## src/rtl/dmac_xfer_engine.sv

```systemverilog
// Per-channel DMA transfer engine: moves Trans_Count beats as a
// non-pipelined AHB-Lite master, one read then one write per beat.
module dmac_xfer_engine #(
    parameter int ADDR_W = 32,
    parameter int DATA_W = 32,
    parameter int CNT_W  = 16
) (
    input  logic              clk,
    input  logic              rst,
    input  logic              Channel_en,
    input  logic [ADDR_W-1:0] Src_Addr,
    input  logic [ADDR_W-1:0] Dst_Addr,
    input  logic [CNT_W-1:0]  Trans_Count,
    input  logic              Src_Inc,
    input  logic              Dst_Inc,
    input  logic [2:0]        Size_In,
    input  logic              HReady,
    input  logic              HResp,
    input  logic [DATA_W-1:0] HRData,
    output logic [ADDR_W-1:0] HAddr,
    output logic [1:0]        HTrans,
    output logic              HWrite,
    output logic [2:0]        HSize,
    output logic [DATA_W-1:0] HWData,
    output logic              busy,
    output logic              irq,
    output logic              err
);

    localparam logic [2:0] S_IDLE    = 3'd0;
    localparam logic [2:0] S_RD_ADDR = 3'd1;
    localparam logic [2:0] S_RD_DATA = 3'd2;
    localparam logic [2:0] S_WR_ADDR = 3'd3;
    localparam logic [2:0] S_WR_DATA = 3'd4;
    localparam logic [2:0] S_DONE    = 3'd5;

    logic [2:0]        state;
    logic [ADDR_W-1:0] src;
    logic [ADDR_W-1:0] dst;
    logic [CNT_W-1:0]  cnt;
    logic [DATA_W-1:0] data;
    logic [1:0]        size;
    logic              src_inc;
    logic              dst_inc;
    logic              err_q;
    logic [1:0]        size_lat;
    logic [ADDR_W-1:0] step;

    // Encodings above word are clamped to word
    assign size_lat = (Size_In > 3'd2) ? 2'd2 : Size_In[1:0];
    assign step     = ADDR_W'(1) << size;

    always_ff @(posedge clk or posedge rst) begin
        if (rst) begin
            state   <= S_IDLE;
            src     <= '0;
            dst     <= '0;
            cnt     <= '0;
            data    <= '0;
            size    <= '0;
            src_inc <= 1'b0;
            dst_inc <= 1'b0;
            err_q   <= 1'b0;
        end else begin
            unique case (state)
                S_IDLE: begin
                    if (Channel_en) begin
                        src     <= Src_Addr;
                        dst     <= Dst_Addr;
                        cnt     <= Trans_Count;
                        size    <= size_lat;
                        src_inc <= Src_Inc;
                        dst_inc <= Dst_Inc;
                        err_q   <= 1'b0;
                        state   <= (Trans_Count == '0) ? S_DONE : S_RD_ADDR;
                    end
                end
                S_RD_ADDR: begin
                    if (HReady) state <= S_RD_DATA;
                end
                S_RD_DATA: begin
                    if (HReady) begin
                        if (HResp) begin
                            err_q <= 1'b1;
                            state <= S_DONE;
                        end else begin
                            data  <= HRData;
                            state <= S_WR_ADDR;
                        end
                    end
                end
                S_WR_ADDR: begin
                    if (HReady) state <= S_WR_DATA;
                end
                S_WR_DATA: begin
                    if (HReady) begin
                        if (HResp) begin
                            err_q <= 1'b1;
                            state <= S_DONE;
                        end else begin
                            cnt <= cnt - CNT_W'(1);
                            if (src_inc) src <= src + step;
                            if (dst_inc) dst <= dst + step;
                            state <= (cnt == CNT_W'(1)) ? S_DONE : S_RD_ADDR;
                        end
                    end
                end
                S_DONE:  state <= S_IDLE;
                default: state <= S_IDLE;
            endcase
        end
    end

    // Bus outputs decode from state and registers only
    always_comb begin
        HAddr  = '0;
        HTrans = 2'b00;
        HWrite = 1'b0;
        busy   = 1'b0;
        unique case (state)
            S_RD_ADDR: begin
                HAddr  = src;
                HTrans = 2'b10;
                busy   = 1'b1;
            end
            S_RD_DATA: begin
                HAddr = src;
                busy  = 1'b1;
            end
            S_WR_ADDR: begin
                HAddr  = dst;
                HTrans = 2'b10;
                HWrite = 1'b1;
                busy   = 1'b1;
            end
            S_WR_DATA: begin
                HAddr = dst;
                busy  = 1'b1;
            end
            default: begin
                HAddr  = '0;
                HTrans = 2'b00;
                HWrite = 1'b0;
                busy   = 1'b0;
            end
        endcase
    end

    assign HSize  = {1'b0, size};
    assign HWData = data;
    assign irq    = (state == S_DONE);
    assign err    = err_q;

endmodule

```

## config.mk

```make
export PLATFORM = sky130hd
export DESIGN_NAME = dmac_xfer_engine
export DESIGN_NICKNAME = d
export VERILOG_FILES = /design/src/rtl/dmac_xfer_engine.sv
export SDC_FILE = /design/constraint.sdc
export NUM_CORES = 1
export LEC_CHECK = 0
export ABC_AREA = 0
export CORE_UTILIZATION = 30
export CTS_CLUSTER_DIAMETER = 150
export CTS_CLUSTER_SIZE = 24
export DETAILED_ROUTE_END_ITERATION = 6
export SYNTH_ARGS = -nofsm -noshare
export SYNTH_HDL_FRONTEND = slang
export SYNTH_SLANG_ARGS = --single-unit
export TNS_END_PERCENT = 50
```

## constraint.sdc

```tcl
create_clock -name clk -period 11.4 [get_ports clk]
set_clock_uncertainty 0.05 [all_clocks]
set_input_delay 1.14 -clock clk [delete_from_list [all_inputs] [get_ports clk]]
set_output_delay 1.14 -clock clk [all_outputs]
set_load 0.005 [all_outputs]
```

; ---- Yosys cells after proc, flatten, opt, wreduce, memory -nomap -nowiden
; Index checks and enable logic that the tools add are counted.
[op_classes]
n_lt_le_gt_ge = 1
eq_ne = 16
shift = 1
bitwise_logic = 1
mux = 33
add_sub_neg = 3
reduce_logical = 16
multipliers = 0
div_mod_pow = 0
[op_table]
columns = op, count
row1 = 2-to-1 mux 32 bit, 8
row2 = one-hot mux 32 bit (2 select lines), 3
row3 = adder 32 bit, 2
row4 = 2-to-1 mux 16 bit, 3
row5 = one-hot mux 16 bit (2 select lines), 1
row6 = "left shift 1 x 2 -> 32 bit, first input constant", 1
row7 = 2-to-1 mux 3 bit, 9
row8 = "equality test 16 x 1 -> 1 bit, second input constant", 1
row9 = zero test 16 bit, 1
row10 = "inequality test 2 bit, second input constant", 8
row11 = "subtractor 16 x 1 -> 16 bit, second input constant", 1
row12 = one-hot mux 3 bit (5 select lines), 1
row13 = AND reduction 5 bit, 3
row14 = AND reduction 4 bit, 2
row15 = OR reduction 2 bit, 4
row16 = "equality test 3 x 2 -> 1 bit, second input constant", 2
row17 = "equality test 3 bit, second input constant", 2
row18 = 2-to-1 mux 1 bit, 5
row19 = 2-to-1 mux 2 bit, 2
row20 = "inequality test 2 x 1 -> 1 bit, second input constant", 2
row21 = nonzero test 2 bit, 2
row22 = OR reduction 4 bit, 1
row23 = "equality test 3 x 1 -> 1 bit, second input constant", 1
row24 = "greater-than comparator 3 x 2 -> 1 bit, second input constant", 1
row25 = other kinds (5), 5
[word_totals]
latchBits = 0
ff_bits = 120
memories = 0
ram_bits = 0
rom_bits = 0
wordCells = 80
output_inout_bits = 73

; ---- Depth between registers and ports, before layout
; Gate-level depths: netlist of run 1.
[depth]
depth_word = 6
ltp_mapped = 10
depth_no_buf = 9

; ---- Least setup slack after synthesis of run 1
; Ideal clock, no wire load.
[synth_path]
path_kind = reg2out
start = reg state[2]
end = out HAddr[8]
path_buffers = 3
path_stages_with_launch = 8
setup_slack_ns = 8.536
arrival_time_ns = 1.674
cell_sequence = dfrtp_1 buf_2 inv_1 nor3_1 or2_2 clkbuf_1 clkbuf_1 a22o_2
[synth_via]
elab_chain_cells = 3
word_cells_on_any_way = 7
[synth_rtl]
columns = element, line_no
row1 = from (decl), 37  ; logic [2:0] state;
row2 = from (signal assigned), 75  ; state <= (Trans_Count == '0) ? S_DONE : S_RD_ADDR;
row3 = from (signal assigned), 104  ; state <= (cnt == CNT_W'(1)) ? S_DONE : S_RD_ADDR;
row4 = equality test 3 bit (tied with other cells), 120  ; unique case (state)
row5 = OR reduction 2 bit (no line), --
row6 = one-hot mux 32 bit (2 select lines) (*), 120
row7 = to (decl), 20  ; output logic [ADDR_W-1:0] HAddr,
; Mark *: on every way between the ends. The rest lies on a longest branch, timed or not.

; ---- Final worst setup path of run 1
[layout_path]
start = reg state[2]
end = out busy
[layout_via]
elab_chain_cells = 3
word_cells_on_any_way = 6
[layout_rtl]
columns = element, line_no
row1 = equality test 3 bit (tied with other cells), 120
row2 = OR reduction 4 bit (no line) (*), --
row3 = 2-to-1 mux 1 bit (*), 120
row4 = to (decl), 25  ; output logic busy,
; Marked as above.

==> impl_metrics.ini, run 1 <==
[run_status]
run_status = completed

[sta]
final_min_period_over_clock_period_pct = 36.6
final_hold_viol_count = 0
fmax_mhz = 240
final.min_clock_period_ns = 4.17
finalHoldWorstSlack_ns = 0.432
timing_max_transition_violations_final = 0
max_slew_margin_pct = 27.9
tns_ns = 0
rsz0062_at_grt = no
worst_slew_pin_slew_ns = 1.08
final-setup-viol-count = 0

[yosys]
ys_seq_elements = 120
yosys_warnings = 0
synth-async-reset-ratio_pct = 100
synth_area_um2 = 7520
synthDistinctLibCells = 76
synth_seq_area_share_pct = 39.9
share_of_the_synthesized_area_in_the_top_cell_type_pct = 39.9
synthesis.instances = 871
synth_area_per_cell_um2 = 8.63
synthTopCellsByArea = dfrtp_1, mux2_2, a21oi_1
yosys.area.top_type = dfrtp_1
synth_edf_count = 0
postSynth.topFlopCell = dfrtp_1

[floorplanning]
coreArea_um2 = 24500
core.rowCount = 57
die_area_um2 = 25700
initial_utilization_pct = 30.7
floorplan.die.height_um = 160
fp.dieW_um = 160
io_pins = 195

[setup_path]
critPathTopFamily = buffers and inverters
reg2reg_depth = 9
crit_start = state[2]
cp-endpoint = busy
r2r_setup_slack_ns = 8.17
cp-start-kind = flip-flop
crit_path_max_incr_delay_ns = 0.67
critPathBufInv = 4
crit_path_end_kind = output pin
path_max_fanout = 84
worst_r2r_endpoint = src[24]
regToRegStartpoint = size[0]
worst-endpoint-arrival_ns = 2.98
path_class = flip-flop to output pin
worstPathRequired_ns = 10.21
timing.critical_path.cells = buf_4 -> inv_1 -> nor3_2 -> buf_4 -> or3_1 -> clkdlybuf4s50_1
worst-path-stages = 6
timing.critical_path.mode_cell = buf_4
slowest_stage_cell_on_the_critical_path = buf_4

[route]
post_detailed_route_via_to_cell_ratio = 5.56
num_vias = 7603
detail_route.drc_violations = 0
routedWlPerCell_um = 18.9
detail-route-antenna-nets = 0
drt_pre_antenna_iters = 5
detailedRoute.firstIterationViolations = 698
route.final.wire_length_um = 25900

[clocking]
clock_sinks = 120
skew_pair_late_insertion_delay_ns = 0.42
clock_tree.buffer_depth = 2
cts_buffers = 17
cts_setup_buffers = 0
tritoncts_clock_tree = yes
path_clk_slew_ns = 0.06
cts_root_buffer = clkbuf_16
cts-hold-fix-buffers = 0
cts.htree.levels = 4
cts.repair.resized = 0

[power]
power.leakage_nw = 3.86
worst_ir_drop_vdd_v = 0.000137
power_density_nw_per_um2 = 290

[final_layout]
share_of_layout_cells_above_drive_strength_1_pct = 9.68
area_delta_synth_final_pct = 36.2
finalInstanceArea_um2 = 10200
antenna-diode-count = 0
finish.net_count = 1160
layout.core_utilization_pct = 41.9

[place]
finalWeightedCongestion = 0.874
buffer_ports.inserted = 192
detailed_place.area_um2 = 9680
dpl.hpwl_um = 18500

[grt]
grt_use_total_pct = 20.6
pin_count_of_the_biggest_net_entering_global_routing = 85
remaining_global_route_overflow = 0
number_of_antenna_violations_at_the_first_check_in_global_routing = 0
via_count_of_the_first_global_routing_pass = 7249
grt_first_pass_wirelength_um = 41500

[min_path]
worst_hold_path_type = flip-flop to flip-flop

[run]
max-cap-violations = 0
through the flow:
stage / setup slack (ns) / std cells / total power (W)
after floorplan: 7.02 / 872 / 0.00174
after global placement: 7.57 / 1335 / 0.00242
after detailed placement: 7.56 / 1335 / 0.00244
after CTS: 7.21 / 1367 / 0.00298
after global routing: 7.02 / 1367 / 0.00319
final: 7.23 / 1367 / 0.00297
placed cells by master, fill, tap and decap left out, types with 16 or more instances in the layout:
cell             instances
nand2_1                 83
a22o_1                  32
nand4_1                 16
o21ai_0                 51
nor3_1                  29
dfrtp_1                120
clkbuf_16               17
mux2_2                  32
a21oi_1                 71
o22ai_1                 26
nor2_1                  83
or3_1                   16
nand3_1                 34
clkdlybuf4s50_1        192
registers in the layout (all words and copies together) (netlist names):
signal	cells
state	3
src	32
err	1
dst	32
size	2
cnt	16
src_inc	1
HWData	32
dst_inc	1
how the worst min path moves through the flow:
stage / from / endpoint / slack (ns) / cells past startpoint
after floorplan: dst_inc / dst_inc / 0.39 / 2
after global routing: cnt[15] / cnt[15] / 0.48 / 1
final: src_inc / src_inc / 0.43 / 2
after detailed placement: dst_inc / dst_inc / 0.42 / 2
after global placement: src_inc / src_inc / 0.42 / 2
after CTS: src_inc / src_inc / 0.43 / 2
metal layers:
metal / share of wire (%) / vias up / track usage [%]
li1: - / 3608 / -
met1: 43 / 3628 / 27.7
met2: 46 / 339 / 31.5
met3: 9.2 / 28 / 6.53
met4: 2.0 / 0 / 5.93
met5: 0 / - / 0
cell usage after synthesis, drive strengths merged, types with 3 or more instances:
master and number:
dfrtp 120, nand2 84, nor2 84, a21oi 71
clkbuf 57, o21ai 56, nand3 35, a22o 33
mux2 32, nor3 31, o22ai 26, or3 18
nand4 17, a31oi 15, a211oi 13, inv 13
nor4 12, and3 11, a311oi 10, nor2b 9
ha 8, buf 7, o211ai 7, o21a 7
o32ai 7, and2 6, nand2b 6, or4 6
a22oi 5, o22a 5, or2 5, a2bb2oi 4
nand3b 4, o2bb2ai 4, a21boi 3, and4b 3
nor3b 3, o2111ai 3, o311ai 3, o31a 3
cell type report:
type                    count  area, um^2
clock buffers              17         425
clock inverters            15         141
fillers                  2421       14200
inverters                  13        51.3
multi-input cells         675        4210
flip-flops and latches    120        3000
well taps                 324         405
repair buffers            203        2000
power breakdown:
group | internal (W) | leakage, nW | switching, W
Clock | 0.000304 | 0.271 | 0.000223
Sequential | 0.000637 | 1.41 | 0.000307
Combinational | 0.000767 | 2.18 | 0.000734
Total | 0.00171 | 3.86 | 0.00126
tightest hold or removal path, cell delays in order, from the launching register on:
cell     delay (ns)
dfrtp_1        0.34
nand2_1        0.05
nand2_1        0.06
cells by family after synthesis:
group,after synthesis,synth area share (%)
other,1,0.0499
buffers and inverters,77,4.36
AOI/OAI and AO/OA,287,25.8
DFF,120,39.9
adders and majority gates,8,1.33
and+or+nand+nor,341,23.1
xor gates and xnor gates,3,0.349
muxes,34,5.06
Note: power is estimated with default switching activity, not from simulation.
==> run 2, diff against run 1 <==
- clock period: 11.4 -> 3.65 ns (I/O delays scaled with it)
==> run 2 against run 1 <==
  * Hold slack worse by 0.20 ns
  * Setup slack got worse by 6.8 ns
  * Sequential share of layout area is 0.33 points lower
  * Die area did not move
  * Design area increased by 1.1%
  * Wire length down 0.15%
  * Clock-buffer cell count unchanged
  * Combinational power grew to 3.2 times the previous value
  * Sequential cell count stayed put
  * Clock power rose to 3.4 times the previous value
  * Critical path depth decreased by 1
  * Critical path type unchanged
==> impl_metrics.ini, run 2 (synthesized netlist as in run 1, its figures left out) <==
[run_status]
run_status = completed

[grt]
pin_count_of_the_biggest_net_entering_global_routing = 67
grt_use_total_pct = 20.3
via_count_of_the_first_global_routing_pass = 7207
number_of_antenna_violations_at_the_first_check_in_global_routing = 4
remaining_global_route_overflow = 0
grt_first_pass_wirelength_um = 41000

[place]
buffer_ports.inserted = 192
dpl.hpwl_um = 18200
finalWeightedCongestion = 0.888
dpl.cell_count = 1342

[setup_path]
crit_start = state[1]
crit_path_end_kind = output pin
cp-start-kind = flip-flop
worst-endpoint-arrival_ns = 2.84
worstPathRequired_ns = 3.23
regToRegStartpoint = size[0]
path_class = flip-flop to output pin
reg2reg_depth = 9
path_max_fanout = 32

[sta]
timing_max_transition_violations_final = 0
tns_ns = 0
final-setup-viol-count = 0
final.min_clock_period_ns = 3.26
rsz0062_at_grt = no
final_hold_viol_count = 0
max_slew_margin_pct = 41.2
final_min_period_over_clock_period_pct = 89.2
fmax_mhz = 307
worst_slew_pin_slew_ns = 0.872

[clocking]
skew_pair_late_insertion_delay_ns = 0.43
clock_sinks = 120
clock_tree.buffer_depth = 2
cts_setup_buffers = 0
cts_buffers = 17
cts.repair.resized = 0
path_clk_slew_ns = 0.06
cts-hold-fix-buffers = 0
tritoncts_clock_tree = yes
cts_root_buffer = clkbuf_16
cts.htree.levels = 4

[route]
detail_route.drc_violations = 0
met2WireLength_um = 11700
met3WireLength_um = 2190
routedWlPerCell_um = 18.8
detailedRoute.firstIterationViolations = 546
detail-route-antenna-nets = 0
drt_pre_antenna_iters = 5
route.layer.met1.wl_um = 11400
post_detailed_route_via_to_cell_ratio = 5.52
route.final.wire_length_um = 25900
num_vias = 7592
maxUsedRoutingLayer = met5

[power]
seqPwrFrac_pct = 30.6
cell_internal_pwr_w = 0.00552
power_density_nw_per_um2 = 918
clock_power_share_pct = 19.0
worst_ir_drop_vdd_v = 0.000399
power.switching_w = 0.00399
switching_share_pct = 42.0
fin_total_pwr_w = 0.00951
p_comb_share_pct = 50.5
power.leakage_nw = 3.92

[min_path]
worst_hold_path_type = input pin to asynchronous set/reset pin

[floorplanning]
core.rowCount = 57
initial_utilization_pct = 30.7
floorplan.die.height_um = 160
fp.dieW_um = 160
die_area_um2 = 25700
io_pins = 195
coreArea_um2 = 24500

[final_layout]
layout_commonest_cell = clkdlybuf4s50_1
post_layout_nonfiller_instances = 1375
share_of_layout_cells_above_drive_strength_1_pct = 10.3
final_cell_mix = clkdlybuf4s50_1, dfrtp_1, nor2_1, nand2_1, a21oi_1
area_delta_synth_final_pct = 37.7
finish.net_count = 1167
layout.filler_cells = 2416

[run]
max-cap-violations = 0
run 2: changes by cell type in the layout (fill, tap and decap cells not counted), sizes merged:
cell,before,now
buf,11,18
diode,0,1
bufinv,1,3
clkinvlp,3,2
inv,19,18
run 2: per-layer routing:
metal	track usage, %	vias to the layer above
met5	0	-
met4	6.71	4
met3	5.76	39
met2	30.9	328
met1	27.6	3603
li1	-	3618
run 2: area by class of cell:
| cell class | count | area [um^2] | share of cell area, % |
|---|---|---|---|
| Inverter | 13 | 51.3 | 0.495 |
| Timing Repair Buffer | 210 | 2070 | 20.0 |
| Clock buffer | 17 | 425 | 4.11 |
| Sequential cell | 120 | 3000 | 29.0 |
| Multi-Input combinational cell | 675 | 4210 | 40.7 |
| Tap cell | 324 | 405 | 3.91 |
| Clock inverter | 15 | 189 | 1.82 |
| Antenna cell | 1 | 2.50 | 0.0242 |
run 2: worst max-delay path, cell delays in order (launching register included):
cell,delay [ns]
dfrtp_1,0.59
nor2b_1,0.23
and2_1,0.18
or2_2,0.59
a22o_1,0.30
clkdlybuf4s50_1,0.51
run 2: path summary, 6_finish.rpt:
kind	endpoint	slack [ns]
hold / removal	HWData[20]	0.23
max in group asynchronous	cnt[1]	2.58
setup reg to reg	src[24]	0.50
hold reg to reg	src_inc	0.43
min in group clk	dst_inc	0.42
setup / recovery	HAddr[14]	0.39
run 2: through the flow:
step	area [um^2]	hold slack (ns)	worst slack [ns]	util [%]
floorplan	7520	0.388	0.0492	-
global placement	9740	0.416	0.639	39.8
detailed placement	9740	0.422	0.561	39.8
CTS	10400	0.237	0.391	42.3
global route	10400	0.269	0.246	42.3
finish	10400	0.229	0.394	42.3
run 2: power by group through the flow:
stage | sequential [W] | combinational (W) | clock (W)
2_1_floorplan | 0.00253 | 0.00292 | 0
3_5_place_dp | 0.00289 | 0.00480 | 0
5_1_grt | 0.00301 | 0.00527 | 0.00189
4_1_cts | 0.00287 | 0.00482 | 0.00183
3_3_place_gp | 0.00287 | 0.00475 | 0
6_report | 0.00290 | 0.00480 | 0.00180
==> run 3, diff against run 2 <==
- CTS_BUF_LIST: default -> sky130_fd_sc_hd__clkbuf_4
==> run 3 against run 2 <==
  * Clock-buffer cell count unchanged
  * Sequential share of layout area up 0.85 points
  * Sequential cell count unchanged
  * Critical path depth unchanged
  * Highest routed layer unchanged
==> impl_metrics.ini, run 3 (synthesized netlist as in run 1, its figures left out) <==
[floorplanning]
io_pins = 195
die_area_um2 = 25700
core.rowCount = 57
coreArea_um2 = 24500
fp.dieW_um = 160
initial_utilization_pct = 30.7
floorplan.die.height_um = 160

[final_layout]
finalInstanceArea_um2 = 10100
area_delta_synth_final_pct = 33.8
share_of_layout_cells_above_drive_strength_1_pct = 10.3
layout.filler_cells = 2452
layout_commonest_cell = clkdlybuf4s50_1
finish.net_count = 1167
final_cell_mix = clkdlybuf4s50_1, dfrtp_1, nor2_1, nand2_1, a21oi_1

[sta]
final-setup-viol-count = 0
final.min_clock_period_ns = 3.39
timing_max_transition_violations_final = 0
rsz0062_at_grt = no
final_min_period_over_clock_period_pct = 92.8
tns_ns = 0
fmax_mhz = 295
max_slew_margin_pct = 40.4
worst_slew_pin_slew_ns = 0.884
final_hold_viol_count = 0
worst_slack_ns = 0.264

[setup_path]
cp-start-kind = flip-flop
worst-endpoint-arrival_ns = 2.97
path_class = flip-flop to output pin
regToRegStartpoint = size[0]
path_max_fanout = 32
worstPathRequired_ns = 3.23
crit_start = state[1]
crit_path_end_kind = output pin

[power]
seqPwrFrac_pct = 32.9
power_density_nw_per_um2 = 873
cell_internal_pwr_w = 0.00491
p_comb_share_pct = 54.5
clock_power_share_pct = 12.5
power.leakage_nw = 3.79
worst_ir_drop_vdd_v = 0.000341
power.switching_w = 0.00388
switching_share_pct = 44.1

[route]
routedWlPerCell_um = 18.7
num_vias = 7636
detail_route.drc_violations = 0
detailedRoute.firstIterationViolations = 625
route.final.wire_length_um = 25700
post_detailed_route_via_to_cell_ratio = 5.55
drt_pre_antenna_iters = 5
detail-route-antenna-nets = 0

[clocking]
tritoncts_clock_tree = yes
cts_root_buffer = clkbuf_4
cts.htree.levels = 4
skew_pair_late_insertion_delay_ns = 0.55
clock_sinks = 120
path_clk_slew_ns = 0.13
cts_buffers = 17
cts.repair.resized = 0
clock_tree.buffer_depth = 2
cts_setup_buffers = 0
cts-hold-fix-buffers = 0

[place]
buffer_ports.inserted = 192
dpl_worst_slack_ns = 0.561
finalWeightedCongestion = 0.888
detailed_place.area_um2 = 9740
dpl.hpwl_um = 18200

[grt]
number_of_antenna_violations_at_the_first_check_in_global_routing = 5
pin_count_of_the_biggest_net_entering_global_routing = 67
grt_use_total_pct = 20.1
remaining_global_route_overflow = 0
grt_first_pass_wirelength_um = 40700
via_count_of_the_first_global_routing_pass = 7186

[run]
max-cap-violations = 0

[run_status]
run_status = completed

[min_path]
worst_hold_path_type = input pin to asynchronous set/reset pin
## run 3: cell types whose count changed in the layout (fill, tap and decap cells not counted)
cell,delta
clkbuf_4,+17
diode_2,+1
clkbuf_16,-17
## run 3: metal layers
metal / global-route usage, % / vias to the layer above / part of all wire, %
met5: 0 / - / 0.11
met4: 6.58 / 4 / 2.2
met3: 5.89 / 34 / 8.3
met2: 30.5 / 332 / 45
met1: 27.4 / 3630 / 44
li1: - / 3636 / -
## run 3: path summary, 6_finish.rpt
kind,endpoint,slack [ns],cells past startpoint
worst max-delay path,HAddr[14],0.26,5
worst min-delay path,HWData[20],0.1,2
worst max register to register,src[24],0.47,9
worst min register to register,src_inc,0.44,2
max in group asynchronous,cnt[0],2.70,3
min in group clk,dst_inc,0.29,3
## run 3: power by group through the flow
stage	Combinational [W]	Sequential (W)	Clock, W
floorplan	0.00292	0.00253	0
global placement	0.00475	0.00287	0
detailed placement	0.00480	0.00289	0
CTS	0.00482	0.00286	0.00114
global route	0.00526	0.00300	0.00120
finish	0.00479	0.00289	0.00110
## run 3: area by class of cell
type                       count  area, um^2  area share (%)
clock buffer                  17         128            1.27
antenna                        2        5.00          0.0497
tap                          324         405            4.03
inverter                      13        51.3           0.510
clock inverter                15         189            1.88
sequential                   120        3000            29.8
multi-input combinational    675        4210            41.9
timing repair buffer         210        2070            20.6
## run 3: metrics by stage
stage | std cells | utilization, % | power (W) | hold slack (ns)
final | 1376 | 41.1 | 0.00879 | 0.0957
after global routing | 1375 | 41.1 | 0.00946 | 0.0617
after CTS | 1374 | 41.1 | 0.00881 | 0.0554
after detailed placement | 1342 | 39.8 | 0.00769 | 0.422
after global placement | 1342 | 39.8 | 0.00762 | 0.416
after floorplan | 872 | - | 0.00545 | 0.388
## run 3: worst max-delay path: stages (launching register included)
cell             delay, ns
dfrtp_1               0.62
nor2b_1               0.23
and2_1                0.18
or2_2                 0.58
a22o_1                0.30
clkdlybuf4s50_1       0.51
